<file path="src/rtl/arch_defs_pkg.sv">
// arch_defs_pkg: shared architecture constants and the UART peripheral register map.
package arch_defs_pkg;

    localparam int DATA_WIDTH = 8;

    typedef enum logic [1:0] {
        UART_REG_DATA   = 2'd0,
        UART_REG_STATUS = 2'd1,
        UART_REG_CTRL   = 2'd2,
        UART_REG_BAUD   = 2'd3
    } uart_reg_offset_e;

endpackage

</file>
<file path="src/rtl/loader_pkg.sv">
// loader_pkg: FSM states, frame phases and protocol bytes of the UART boot loader.
package loader_pkg;

    typedef enum logic [2:0] {
        ST_IDLE,
        ST_POLL_RX,
        ST_READ_RX,
        ST_WRITE_MEM,
        ST_POLL_TX,
        ST_SEND_RESP,
        ST_FINISH
    } loader_state_e;

    typedef enum logic [2:0] {
        PH_SYNC,
        PH_ADDR_HI,
        PH_ADDR_LO,
        PH_LEN,
        PH_DATA,
        PH_CSUM
    } loader_phase_e;

    localparam logic [7:0] SYNC_BYTE = 8'hA5;
    localparam logic [7:0] ACK_BYTE  = 8'h06;
    localparam logic [7:0] NAK_BYTE  = 8'h15;

endpackage

</file>
<file path="src/rtl/uart_loader.sv">
// uart_loader: polls a UART for a framed image, writes it to memory and answers ACK/NAK.
// Owns the peripheral bus while busy; bus_data_in is sampled in the same cycle as the read.
module uart_loader
    import loader_pkg::*;
#(
    parameter int DATA_WIDTH     = arch_defs_pkg::DATA_WIDTH,
    parameter int ADDR_WIDTH     = 16,
    parameter int TIMEOUT_CYCLES = 1_000_000
) (
    input  logic                            clk,
    input  logic                            reset_n,
    input  logic                            start,
    output arch_defs_pkg::uart_reg_offset_e bus_addr_offset,
    output logic                            bus_enable,
    output logic                            bus_read,
    output logic                            bus_write,
    output logic [DATA_WIDTH-1:0]           bus_data_out,
    input  logic [DATA_WIDTH-1:0]           bus_data_in,
    output logic [ADDR_WIDTH-1:0]           mem_addr,
    output logic [DATA_WIDTH-1:0]           mem_data,
    output logic                            mem_we,
    output logic                            busy,
    output logic                            done,
    output logic                            error
);

    localparam int TW = $clog2(TIMEOUT_CYCLES + 1);

    loader_state_e         state_q, state_d;
    loader_phase_e         phase_q, phase_d;
    logic [ADDR_WIDTH-1:0] addr_q, addr_d;
    logic [DATA_WIDTH:0]   len_q, len_d;
    logic [DATA_WIDTH-1:0] csum_q, csum_d;
    logic [DATA_WIDTH-1:0] data_q, data_d;
    logic [DATA_WIDTH-1:0] resp_q, resp_d;
    logic                  err_q, err_d;
    logic [TW-1:0]         tmo_q, tmo_d;

    logic rx_flag_err, rx_ok, rx_bad, timeout;

    // Line-error flags only matter once a frame is underway; while hunting for SYNC they are read through.
    assign rx_flag_err = bus_data_in[2] | bus_data_in[3];
    assign rx_ok       = bus_data_in[1] & ((phase_q == PH_SYNC) | ~rx_flag_err);
    assign rx_bad      = (phase_q != PH_SYNC) & rx_flag_err;
    assign timeout     = (phase_q != PH_SYNC) & (tmo_q >= TW'(TIMEOUT_CYCLES - 1));

    assign mem_addr = addr_q;
    assign mem_data = data_q;
    assign busy     = (state_q != ST_IDLE) & (state_q != ST_FINISH);
    assign done     = state_q == ST_FINISH;
    assign error    = err_q;

    always_comb begin
        state_d         = state_q;
        phase_d         = phase_q;
        addr_d          = addr_q;
        len_d           = len_q;
        csum_d          = csum_q;
        data_d          = data_q;
        resp_d          = resp_q;
        err_d           = err_q;
        tmo_d           = (state_q == ST_IDLE || phase_q == PH_SYNC) ? '0 : tmo_q + TW'(1);
        bus_addr_offset = arch_defs_pkg::UART_REG_DATA;
        bus_enable      = 1'b0;
        bus_read        = 1'b0;
        bus_write       = 1'b0;
        bus_data_out    = '0;
        mem_we          = 1'b0;
        case (state_q)
            ST_IDLE: begin
                if (start) begin
                    state_d = ST_POLL_RX;
                    phase_d = PH_SYNC;
                    err_d   = 1'b0;
                    addr_d  = '0;
                    len_d   = '0;
                    csum_d  = '0;
                end
            end
            ST_POLL_RX: begin
                bus_enable      = 1'b1;
                bus_read        = 1'b1;
                bus_addr_offset = arch_defs_pkg::UART_REG_STATUS;
                if (rx_ok) begin
                    state_d = ST_READ_RX;
                end else if (rx_bad || timeout) begin
                    state_d = ST_POLL_TX;
                    resp_d  = DATA_WIDTH'(NAK_BYTE);
                    err_d   = 1'b1;
                end
            end
            ST_READ_RX: begin
                bus_enable = 1'b1;
                bus_read   = 1'b1;
                tmo_d      = '0;
                state_d    = ST_POLL_RX;
                case (phase_q)
                    PH_SYNC:    phase_d = (bus_data_in == DATA_WIDTH'(SYNC_BYTE)) ? PH_ADDR_HI : PH_SYNC;
                    PH_ADDR_HI: begin
                        addr_d  = ADDR_WIDTH'(bus_data_in) << DATA_WIDTH;
                        phase_d = PH_ADDR_LO;
                    end
                    PH_ADDR_LO: begin
                        addr_d  = addr_q | ADDR_WIDTH'(bus_data_in);
                        phase_d = PH_LEN;
                    end
                    PH_LEN: begin
                        len_d   = (bus_data_in == '0) ? {1'b1, {DATA_WIDTH{1'b0}}} : {1'b0, bus_data_in};
                        csum_d  = '0;
                        phase_d = PH_DATA;
                    end
                    PH_DATA: begin
                        data_d  = bus_data_in;
                        state_d = ST_WRITE_MEM;
                    end
                    default: begin
                        resp_d  = (bus_data_in == csum_q) ? DATA_WIDTH'(ACK_BYTE) : DATA_WIDTH'(NAK_BYTE);
                        err_d   = err_q | (bus_data_in != csum_q);
                        state_d = ST_POLL_TX;
                    end
                endcase
            end
            ST_WRITE_MEM: begin
                mem_we  = 1'b1;
                addr_d  = addr_q + ADDR_WIDTH'(1);
                csum_d  = csum_q + data_q;
                len_d   = len_q - (DATA_WIDTH + 1)'(1);
                phase_d = (len_q == (DATA_WIDTH + 1)'(1)) ? PH_CSUM : PH_DATA;
                state_d = ST_POLL_RX;
            end
            ST_POLL_TX: begin
                bus_enable      = 1'b1;
                bus_read        = 1'b1;
                bus_addr_offset = arch_defs_pkg::UART_REG_STATUS;
                state_d         = bus_data_in[0] ? ST_SEND_RESP : ST_POLL_TX;
            end
            ST_SEND_RESP: begin
                bus_enable   = 1'b1;
                bus_write    = 1'b1;
                bus_data_out = resp_q;
                state_d      = ST_FINISH;
            end
            default: state_d = ST_IDLE;
        endcase
    end

    always_ff @(posedge clk or negedge reset_n) begin
        if (!reset_n) begin
            state_q <= ST_IDLE;
            phase_q <= PH_SYNC;
            addr_q  <= '0;
            len_q   <= '0;
            csum_q  <= '0;
            data_q  <= '0;
            resp_q  <= '0;
            err_q   <= 1'b0;
            tmo_q   <= '0;
        end else begin
            state_q <= state_d;
            phase_q <= phase_d;
            addr_q  <= addr_d;
            len_q   <= len_d;
            csum_q  <= csum_d;
            data_q  <= data_d;
            resp_q  <= resp_d;
            err_q   <= err_d;
            tmo_q   <= tmo_d;
        end
    end

endmodule

</file>
<file path="config.mk">
export PLATFORM = sky130hd
export DESIGN_NAME = uart_loader
export DESIGN_NICKNAME = d
export VERILOG_FILES = /design/src/rtl/arch_defs_pkg.sv /design/src/rtl/loader_pkg.sv /design/src/rtl/uart_loader.sv
export SDC_FILE = /design/constraint.sdc
export NUM_CORES = 1
export LEC_CHECK = 0
export BUFFER_PORTS_ARGS = -buffer_cell sky130_fd_sc_hd__clkbuf_2
export CAP_MARGIN = 20
export CORE_UTILIZATION = 40
export CTS_BUF_LIST = sky130_fd_sc_hd__clkbuf_16
export CTS_CLUSTER_DIAMETER = 100
export DETAILED_ROUTE_END_ITERATION = 8
export RECOVER_POWER = 50
export SYNTH_ARGS = -nofsm -noshare
export SYNTH_HDL_FRONTEND = slang
export SYNTH_SLANG_ARGS = --single-unit
export TNS_END_PERCENT = 20
</file>
<file path="constraint.sdc">
create_clock -name clk -period 4.4 [get_ports clk]
set_input_delay 0.88 -clock clk [delete_from_list [all_inputs] [get_ports clk]]
set_output_delay 0.88 -clock clk [all_outputs]
set_load 0.03 [all_outputs]
</file>
==> flow_summary.toml, run 1 <==
[routing]
vias_per_cell = 5.55
dr.pass1.iters = 5
wl_per_cell_um = 16.4
dr.first_iter.drc_count = 260
vias = 3550
drc = 0
final_antenna_net_count = 0
routed_wl_mm = 10.5

[setup_path]
critPathBufInv = 2
max_stage_delay_ps = 580
end_kind = "primary output"
crit_arrival_ps = 2530
required_ps = 3520
crit_path_top_delay_cell = "dfrtp_1"
cp_top_family = "simple AND/OR/NAND/NOR gates"
crit_fanout = 28
worst_setup_path_start_kind = "flip-flop"
crit_type = "reg -> out"
cp_cell_sequence = "nor2b_1 -> nand2_2 -> inv_2 -> clkbuf_2"

[logic_synthesis]
ys_seq_area_frac = 0.420
ys.flop_type = "dfrtp_1"
ys.warnings.count = 0
syn_inst = 465
async_flop_share = 1.00
ys_types = 63
netlist_area_sq_mm = 0.00423
yosysTopAreaCellShare = 0.420
synth_edf_count = 0
yosys-top-cells-area = "dfrtp_1 42%, o21ai_0 5.3%, nor2_1 4.8%, xnor2_1 4.8%, ha_1 3.3%"
synth_largest_area_cell = "dfrtp_1"
ys_ff_latch = 71
syn_avg_cell_area_sq_um = 9.09

[sta]
period_needed_ps = 3410
holdWs_ps = 470
worstMarginPinSlew_ps = 1270
max-slew-margin-rel = 0.155
clock.fmax_mhz = 293
tns_ps = 0
drv_slew = 0
period_share = 0.775
finalHoldViolations = 0
rsz0062_at_grt = "false"
fin_skew_ps = 8.48
setup_viol = 0

[clock_network]
clockBufferDepth = 2
post_cts_resized = 0
post_cts_buffers = 0
clk_pin_slew_worst_paths_ps = 60
clk_latency_ps = 340
cts_sinks = 71
htreeDepth = 3
numCtsBuffers = 9
cts_root_buf = "clkbuf_16"
cts_tree = "yes"
hold_buffers = 0

[global_routing]
overflow = 0
grt_pass1_vias = 3388
antenna_found_initial = 0
grt_pass1_wl_mm = 17.5
grt_max_degree = 50
grt_usage = 0.205

[finish]
n_antenna_cell = 0
final_cell_area_sq_mm = 0.00478
synthToLayoutAreaGrowth_pct = 13.0
fill_cells = 1035
drive_above_1_share = 0.131
nets = 522

[die]
die_y_um = 105
start_util = 0.411
row_count = 37
ios = 52
dieArea_sq_mm = 0.0110
die_w_um = 105
fp.coreArea_sq_mm = 0.0103

[hold_path]
hold_class = "reg -> reg"

[run_status]
outcome = "finished clean"

[placement]
place_congestion = 0.856
post_dp_cell_area_sq_mm = 0.00450
place_hpwl_mm = 7.19
port-buffer-count = 46

[pwr]
ir_drop_uv = 207
power_density_mw_per_mm2 = 657
p_leak_nw = 2.07

[flow_run]
maxCapViolCount = 0
[synth_stat cells, types with 6 or more instances]
cell type and instances:
a21oi_1 20, a22oi_1 6, and3_1 12, buf_2 11
buf_4 7, clkbuf_1 8, dfrtp_1 71, ha_1 11
inv_1 10, mux2_2 9, nand2_1 35, nand3_1 19
nand4_1 6, nor2_1 54, nor2b_1 7, nor3_1 9
o21ai_0 45, xnor2_1 23, xor2_1 14
[sequential cells by signal, indices dropped and copies added (netlist names)]
register / cells
state_q: 3
error: 1
mem_data: 8
len_q: 9
csum_q: 8
tmo_q: 20
phase_q: 3
resp_q: 3
mem_addr: 16
[final timing paths]
path                                        start                        to  slack (ps)  cells past startpoint
max                        state_q[1]$_DFFE_PN0P_                    mem_we         990                      4
min                         resp_q[2]$_DFFE_PN0P_     resp_q[2]$_DFFE_PN0P_         470                      1
max reg2reg                state_q[1]$_DFFE_PN0P_   mem_addr[9]$_DFFE_PN0P_        1750                      5
min reg2reg                 resp_q[2]$_DFFE_PN0P_     resp_q[2]$_DFFE_PN0P_         470                      1
max in group asynchronous                 reset_n     csum_q[0]$_DFFE_PN0P_        1760                      2
min in group asynchronous                 reset_n  mem_addr[10]$_DFFE_PN0P_         790                      1
[layout make-up]
cell class	count	area, sq um	share of cell area
sequential	71	1780	0.372
tap	136	170	0.0356
inverter	11	41.3	0.00864
clock buffer	9	225	0.0471
clock inverter	7	81.3	0.0170
timing repair buffer	47	211	0.0443
multi-input combinational	359	2270	0.475
[cells by family after synthesis]
logic type,share of synthesized area
AND/OR/NAND/NOR,0.212
AO/OA/AOI/OAI,0.182
flip-flops,0.420
buffers and inverters,0.0462
XOR/XNOR,0.0766
adder cells (fa/ha/maj),0.0373
multiplexers,0.0240
other,0.000887
[where the power goes]
| part | internal (mW) | leakage [nW] | switching, mW | total (mW) |
|---|---|---|---|---|
| logic | 0.482 | 0.967 | 0.891 | 1.37 |
| registers | 0.797 | 0.940 | 0.200 | 0.998 |
| clock network | 0.488 | 0.163 | 0.278 | 0.765 |
| total | 1.77 | 2.07 | 1.37 | 3.14 |
[routing by layer]
| layer | vias to the layer above | global-route usage | share of wire |
|---|---|---|---|
| li1 | 1711 | - | - |
| met1 | 1716 | 0.272 | 0.46 |
| met2 | 101 | 0.316 | 0.45 |
| met3 | 22 | 0.0430 | 0.055 |
| met4 | 0 | 0.102 | 0.029 |
| met5 | - | 0 | 0 |
[stage by stage]
step	setup WS (ps)	cells	util	total power [mW]
after floorplan	2130	469	-	2.06
after global placement	1450	624	0.438	2.38
after detailed placement	1410	624	0.438	2.39
after CTS	1020	640	0.467	3.18
after global routing	785	640	0.465	3.36
final	991	640	0.465	3.14
[layout by cell type (no fill, tap or decap), types with 4 or more instances in the layout]
cell / synthesis / routed
nor2b_1: 7 / 7
and2_1: 5 / 5
o21ai_1: 4 / 4
a221o_1: 5 / 5
and3_1: 12 / 12
inv_1: 10 / 13
nand2_1: 35 / 35
mux2_2: 9 / 9
nor4_1: 5 / 5
a22oi_1: 6 / 6
xor2_1: 14 / 14
a21oi_1: 20 / 20
clkbuf_1: 8 / 19
clkbuf_2: 1 / 28
nand3_1: 19 / 19
conb_1: 1 / 5
nor3_1: 9 / 9
a21o_1: 4 / 4
nor2_1: 54 / 54
ha_1: 11 / 11
o21ai_0: 45 / 45
clkbuf_16: 0 / 9
nand4_1: 6 / 6
nand2b_1: 5 / 5
dfrtp_1: 71 / 71
xnor2_1: 23 / 23
No activity file was read; power rests on OpenSTA's default activity.
==> inputs of run 2 (changes only) <==
ABC_AREA = 1   (was unset)
clock period = 3.35 ns   (was 4.4 ns; I/O delays follow)
==> run 2 against run 1 <==
Largest power group unchanged. Setup slack got worse by 300 ps. Non-clock buffer count increased by 3. Clock skew decreased by 3.8 ps. Routed wire length increased by 13%. Sequential power increased by 26%. Cell count increased by 28%. First-iteration DRC count increased by 26%. Count of clock-buffer cells in the layout unchanged. Critical endpoint is now bus_read. Register-to-register slack got worse by 620 ps. The flow now finishes with violations (capacitance limit, slew limit). Sequential share of layout area decreased by 2.0 points. Die area increased by 5.5%.
==> flow_summary.toml, run 2 <==
[clock_network]
hold_buffers = 0
cts_tree = "yes"
clk_latency_ps = 340
post_cts_resized = 0
cts_sinks = 71
clk_pin_slew_worst_paths_ps = 50
numCtsBuffers = 9
post_cts_buffers = 0
htreeDepth = 3
cts_root_buf = "clkbuf_16"
clockBufferDepth = 2

[run_status]
violations = "capacitance limit, slew limit"
outcome = "finished with violations"

[placement]
place_congestion = 0.867
place_hpwl_mm = 8.93
port-buffer-count = 46
post-place-ws_ps = 1190

[finish]
largest_reg_flops = 20
multi_input_area_sq_mm = 0.00226
nets = 697
synthToLayoutAreaGrowth_pct = 12.9
fill_cells = 1105
ff_latch_area_sq_mm = 0.00178
top_register = "tmo_q"
mostFrequentLayoutCell = "nand2_1"
drive_above_1_share = 0.0988
final_cell_mix = "160 x nand2_1, 91 x inv_1, 71 x dfrtp_1"
n_antenna_cell = 0
final_core_util = 0.465

[sta]
drv_slew = 28
period_share = 0.795
period_needed_ps = 2660
tns_ps = 0
setup_viol = 0
max-slew-margin-rel = -0.0408
rsz0062_at_grt = "false"
final.setup.worst_slack_ps = 687
finalHoldViolations = 0
clock.fmax_mhz = 375
worstMarginPinSlew_ps = 1560
fin_skew_ps = 4.73

[die]
die_w_um = 108
die_y_um = 108
start_util = 0.412
row_count = 38
fp.coreArea_sq_mm = 0.0108
ios = 52
dieArea_sq_mm = 0.0116

[logic_synthesis]
synth_largest_area_cell = "dfrtp_1"
ys.flop_type = "dfrtp_1"
synth_common_cells = "159 x nand2_1, 87 x inv_1, 71 x dfrtp_1, 64 x nor2_1, 59 x o21ai_0"
syn_inst = 624
yosysTopAreaCellShare = 0.398
ys.warnings.count = 0
synth.most_common_cell = "nand2_1"
ys_seq_area_frac = 0.398
async_flop_share = 1.00
yosys-top-cells-area = "dfrtp_1 40%, nand2_1 13%, inv_1 7.3%, o21ai_0 6.6%, nand3_1 5.5%"
syn_avg_cell_area_sq_um = 7.16
synth_edf_count = 0
ys_ff_latch = 71
netlist_area_sq_mm = 0.00447
ys_types = 39

[routing]
vias_per_cell = 5.15
vias = 4209
routed_wl_mm = 11.8
dr.first_iter.drc_count = 327
final_antenna_net_count = 0
wl_per_cell_um = 14.5
drc = 0
dr.pass1.iters = 5

[setup_path]
crit_arrival_ps = 1990
worst_setup_path_start_kind = "flip-flop"
crit_fanout = 16
end_kind = "primary output"
required_ps = 2680
crit_type = "reg -> out"

[global_routing]
antenna_found_initial = 0
grt_usage = 0.219
grt_max_degree = 33
grt_pass1_wl_mm = 19.4
grt_pass1_vias = 3909
overflow = 0

[pwr]
ir_drop_uv = 316
power_density_mw_per_mm2 = 778
p_leak_nw = 2.49

[hold_path]
hold_class = "in -> async"

[flow_run]
maxCapViolCount = 1
run 2: cell count changes in the layout (fill, tap and decap cells not counted), sizes merged, moves of 15 or more:
cell and change:
nand2 +124, nor2 +15, inv +80, o21ai +18
xnor2 -20, nand3 +30
run 2: cell type report:
| cell class | count | area share |
|---|---|---|
| Clock buffer | 9 | 0.0447 |
| Clock inverter | 6 | 0.00447 |
| Inverter | 91 | 0.0677 |
| Multi-Input combinational cell | 451 | 0.448 |
| Sequential cell | 71 | 0.352 |
| Tap cell | 140 | 0.0347 |
| Timing Repair Buffer | 50 | 0.0479 |
run 2: report_power, final:
group          internal [mW]  total, mW  switching (mW)
logic                  0.530       1.83            1.30
clock network          0.481      0.834           0.353
registers               1.05       1.26           0.207
run 2: layer usage:
metal	track usage	part of all wire
met4	0.0832	0.016
met2	0.356	0.48
met3	0.0260	0.035
met1	0.297	0.47
met5	0	0
run 2: final timing paths:
path                                           end                    from  slack (ps)  cells past startpoint
hold / removal             mem_data[3]$_DFFE_PN0P_                 reset_n         360                      1
max in group asynchronous     len_q[3]$_DFFE_PN0P_                 reset_n        1100                      2
hold reg to reg              resp_q[2]$_DFFE_PN0P_   resp_q[2]$_DFFE_PN0P_         450                      2
setup reg to reg              len_q[5]$_DFFE_PN0P_  state_q[2]$_DFFE_PN0P_        1130                      8
setup / recovery                          bus_read  state_q[2]$_DFFE_PN0P_         690                      6
min in group clk             resp_q[2]$_DFFE_PN0P_   resp_q[2]$_DFFE_PN0P_         450                      2
run 2: critical path, stage by stage, from the launching register on:
cell and delay (ps):
dfrtp_1 380, inv_1 210, nand2_1 150, nor2_4 330
inv_2 230, nand3_1 130, clkbuf_2 210
run 2: kinds of logic after synthesis:
family,Yosys count,share of synthesized area
other,1,0.000840
AO/OA/AOI/OAI,117,0.155
buffers and inverters,106,0.0992
AND/OR/NAND/NOR,307,0.292
flip-flops,71,0.398
adder cells (fa/ha/maj),12,0.0353
XOR/XNOR,10,0.0196
run 2: per-stage QoR:
stage	cell area, sq um	std cells	power, mW	hold slack, ps
final	5040	818	3.92	363
after global routing	5040	818	4.22	441
after CTS	5060	818	3.96	224
after detailed placement	4820	803	3.12	449
after global placement	4820	803	3.09	441
after floorplan	4480	628	2.66	374
==> inputs of run 3 (changes only) <==
clock period = 2.28 ns   (was 3.35 ns; I/O delays follow)
==> run 3 against run 2 <==
Die area did not move. Total power increased by 54%. Non-clock buffer count up 1. The run now ends clean. Critical path depth shrank 1.
==> flow_summary.toml, run 3 (same netlist as run 2, synthesis figures left out) <==
[placement]
port-buffer-count = 46
place_congestion = 0.823
place_inst = 804
place_hpwl_mm = 8.73
post_dp_cell_area_sq_mm = 0.00484
post-place-ws_ps = 401

[routing]
routed_wl_mm = 11.8
drc = 0
vias_per_cell = 5.25
dr.first_iter.drc_count = 287
final_antenna_net_count = 0
vias = 4307
wl_per_cell_um = 14.3
dr.pass1.iters = 4

[clock_network]
hold_buffers = 0
post_cts_resized = 0
clk_latency_ps = 340
htreeDepth = 3
cts_sinks = 71
clockBufferDepth = 2
cts_root_buf = "clkbuf_16"
post_cts_buffers = 0
numCtsBuffers = 9
cts_tree = "yes"
clk_pin_slew_worst_paths_ps = 60

[die]
fp.coreArea_sq_mm = 0.0108
dieArea_sq_mm = 0.0116
die_w_um = 108
die_y_um = 108
start_util = 0.412
ios = 52
row_count = 38

[finish]
largest_reg_flops = 20
n_antenna_cell = 0
top_register = "tmo_q"
ff_latch_area_sq_mm = 0.00178
drive_above_1_share = 0.109
fill_cells = 1093
instances_no_fill = 820
synthToLayoutAreaGrowth_pct = 14.5
final_cell_mix = "159 x nand2_1, 87 x inv_1, 71 x dfrtp_1"
multi_input_area_sq_mm = 0.00226
final_cell_area_sq_mm = 0.00511
nets = 698
mostFrequentLayoutCell = "nand2_1"

[pwr]
ir_drop_uv = 523
internal-power_mw = 3.28
seq_power_share = 0.307
pwr-share-clk = 0.250
power_switching_mw = 2.76
power_density_mw_per_mm2 = 1180
power_frac_comb = 0.443
switching_share = 0.457
p_leak_nw = 2.50

[sta]
fin_skew_ps = 4.88
period_needed_ps = 2080
final.setup.worst_slack_ps = 196
holdWs_ps = 256
finalHoldViolations = 0
clock.fmax_mhz = 480
period_share = 0.914
rsz0062_at_grt = "false"
drv_slew = 0
worstMarginPinSlew_ps = 956
setup_viol = 0
max-slew-margin-rel = 0.363
tns_ps = 0

[global_routing]
antenna_found_initial = 0
grt_pass1_vias = 4004
grt_max_degree = 38
overflow = 0
grt_pass1_wl_mm = 19.6
grt_usage = 0.219

[setup_path]
required_ps = 1820
end_kind = "primary output"
crit_type = "reg -> out"
worst_setup_path_start_kind = "flip-flop"
crit_arrival_ps = 1630
crit_fanout = 5

[hold_path]
hold_class = "in -> async"

[flow_run]
maxCapViolCount = 0

[run_status]
outcome = "finished clean"
==> run 3: cell count changes in the layout (fill, tap and decap cells not counted), sizes merged <==
cell      previous run  this run
inv                 94        91
clkbuf              56        57
clkinvlp             0         2
bufinv               0         2
==> run 3: path summary, 6_finish.rpt <==
check                                        startpoint                  endpoint  slack [ps]  cells after the start
worst max-delay path             state_q[0]$_DFFE_PN0P_           bus_data_out[4]         200                      5
worst min-delay path                            reset_n        tmo_q[7]$_DFF_PN0_         260                      1
min in group clk                                  start    state_q[0]$_DFFE_PN0P_         440                      3
worst min register to register      tmo_q[17]$_DFF_PN0_       tmo_q[17]$_DFF_PN0_         460                      1
worst max register to register  mem_addr[0]$_DFFE_PN0P_  mem_addr[10]$_DFFE_PN0P_         350                     12
max in group asynchronous                       reset_n  mem_addr[14]$_DFFE_PN0P_         790                      2
==> run 3: cell type report <==
| class | instances | area share |
|---|---|---|
| Timing Repair Buffer | 51 | 0.0477 |
| Sequential cell | 71 | 0.347 |
| Multi-Input combinational cell | 451 | 0.443 |
| Clock buffer | 9 | 0.0440 |
| Tap cell | 140 | 0.0342 |
| Inverter | 91 | 0.0668 |
| Clock inverter | 7 | 0.0171 |
==> run 3: power groups by stage <==
stage	Sequential [mW]	Clock (mW)	Combinational (mW)
after global placement	1.87	0	2.67
after CTS	1.86	1.53	2.72
after detailed placement	1.88	0	2.70
after floorplan	2.08	0	1.83
after global routing	1.91	1.59	3.01
final	1.86	1.51	2.68
==> run 3: critical path, stage by stage (launching register included) <==
cell and delay, ps:
dfrtp_1 460, inv_1 150, nor2_1 200, inv_1 140, nor2_2 120, clkbuf_2 210
==> run 3: layer usage <==
layer	global-route usage	part of all wire	up-vias
met1	0.302	0.47	2061
met5	0	0	-
li1	-	-	2136
met4	0.0851	0.017	0
met3	0.0309	0.038	15
met2	0.346	0.47	95
==> run 3: metrics by stage <==
stage | total power, mW | utilization
6_report | 6.05 | 0.472
5_1_grt | 6.51 | 0.472
4_1_cts | 6.10 | 0.475
3_5_place_dp | 4.58 | 0.447
3_3_place_gp | 4.54 | 0.447
2_1_floorplan | 3.90 | -
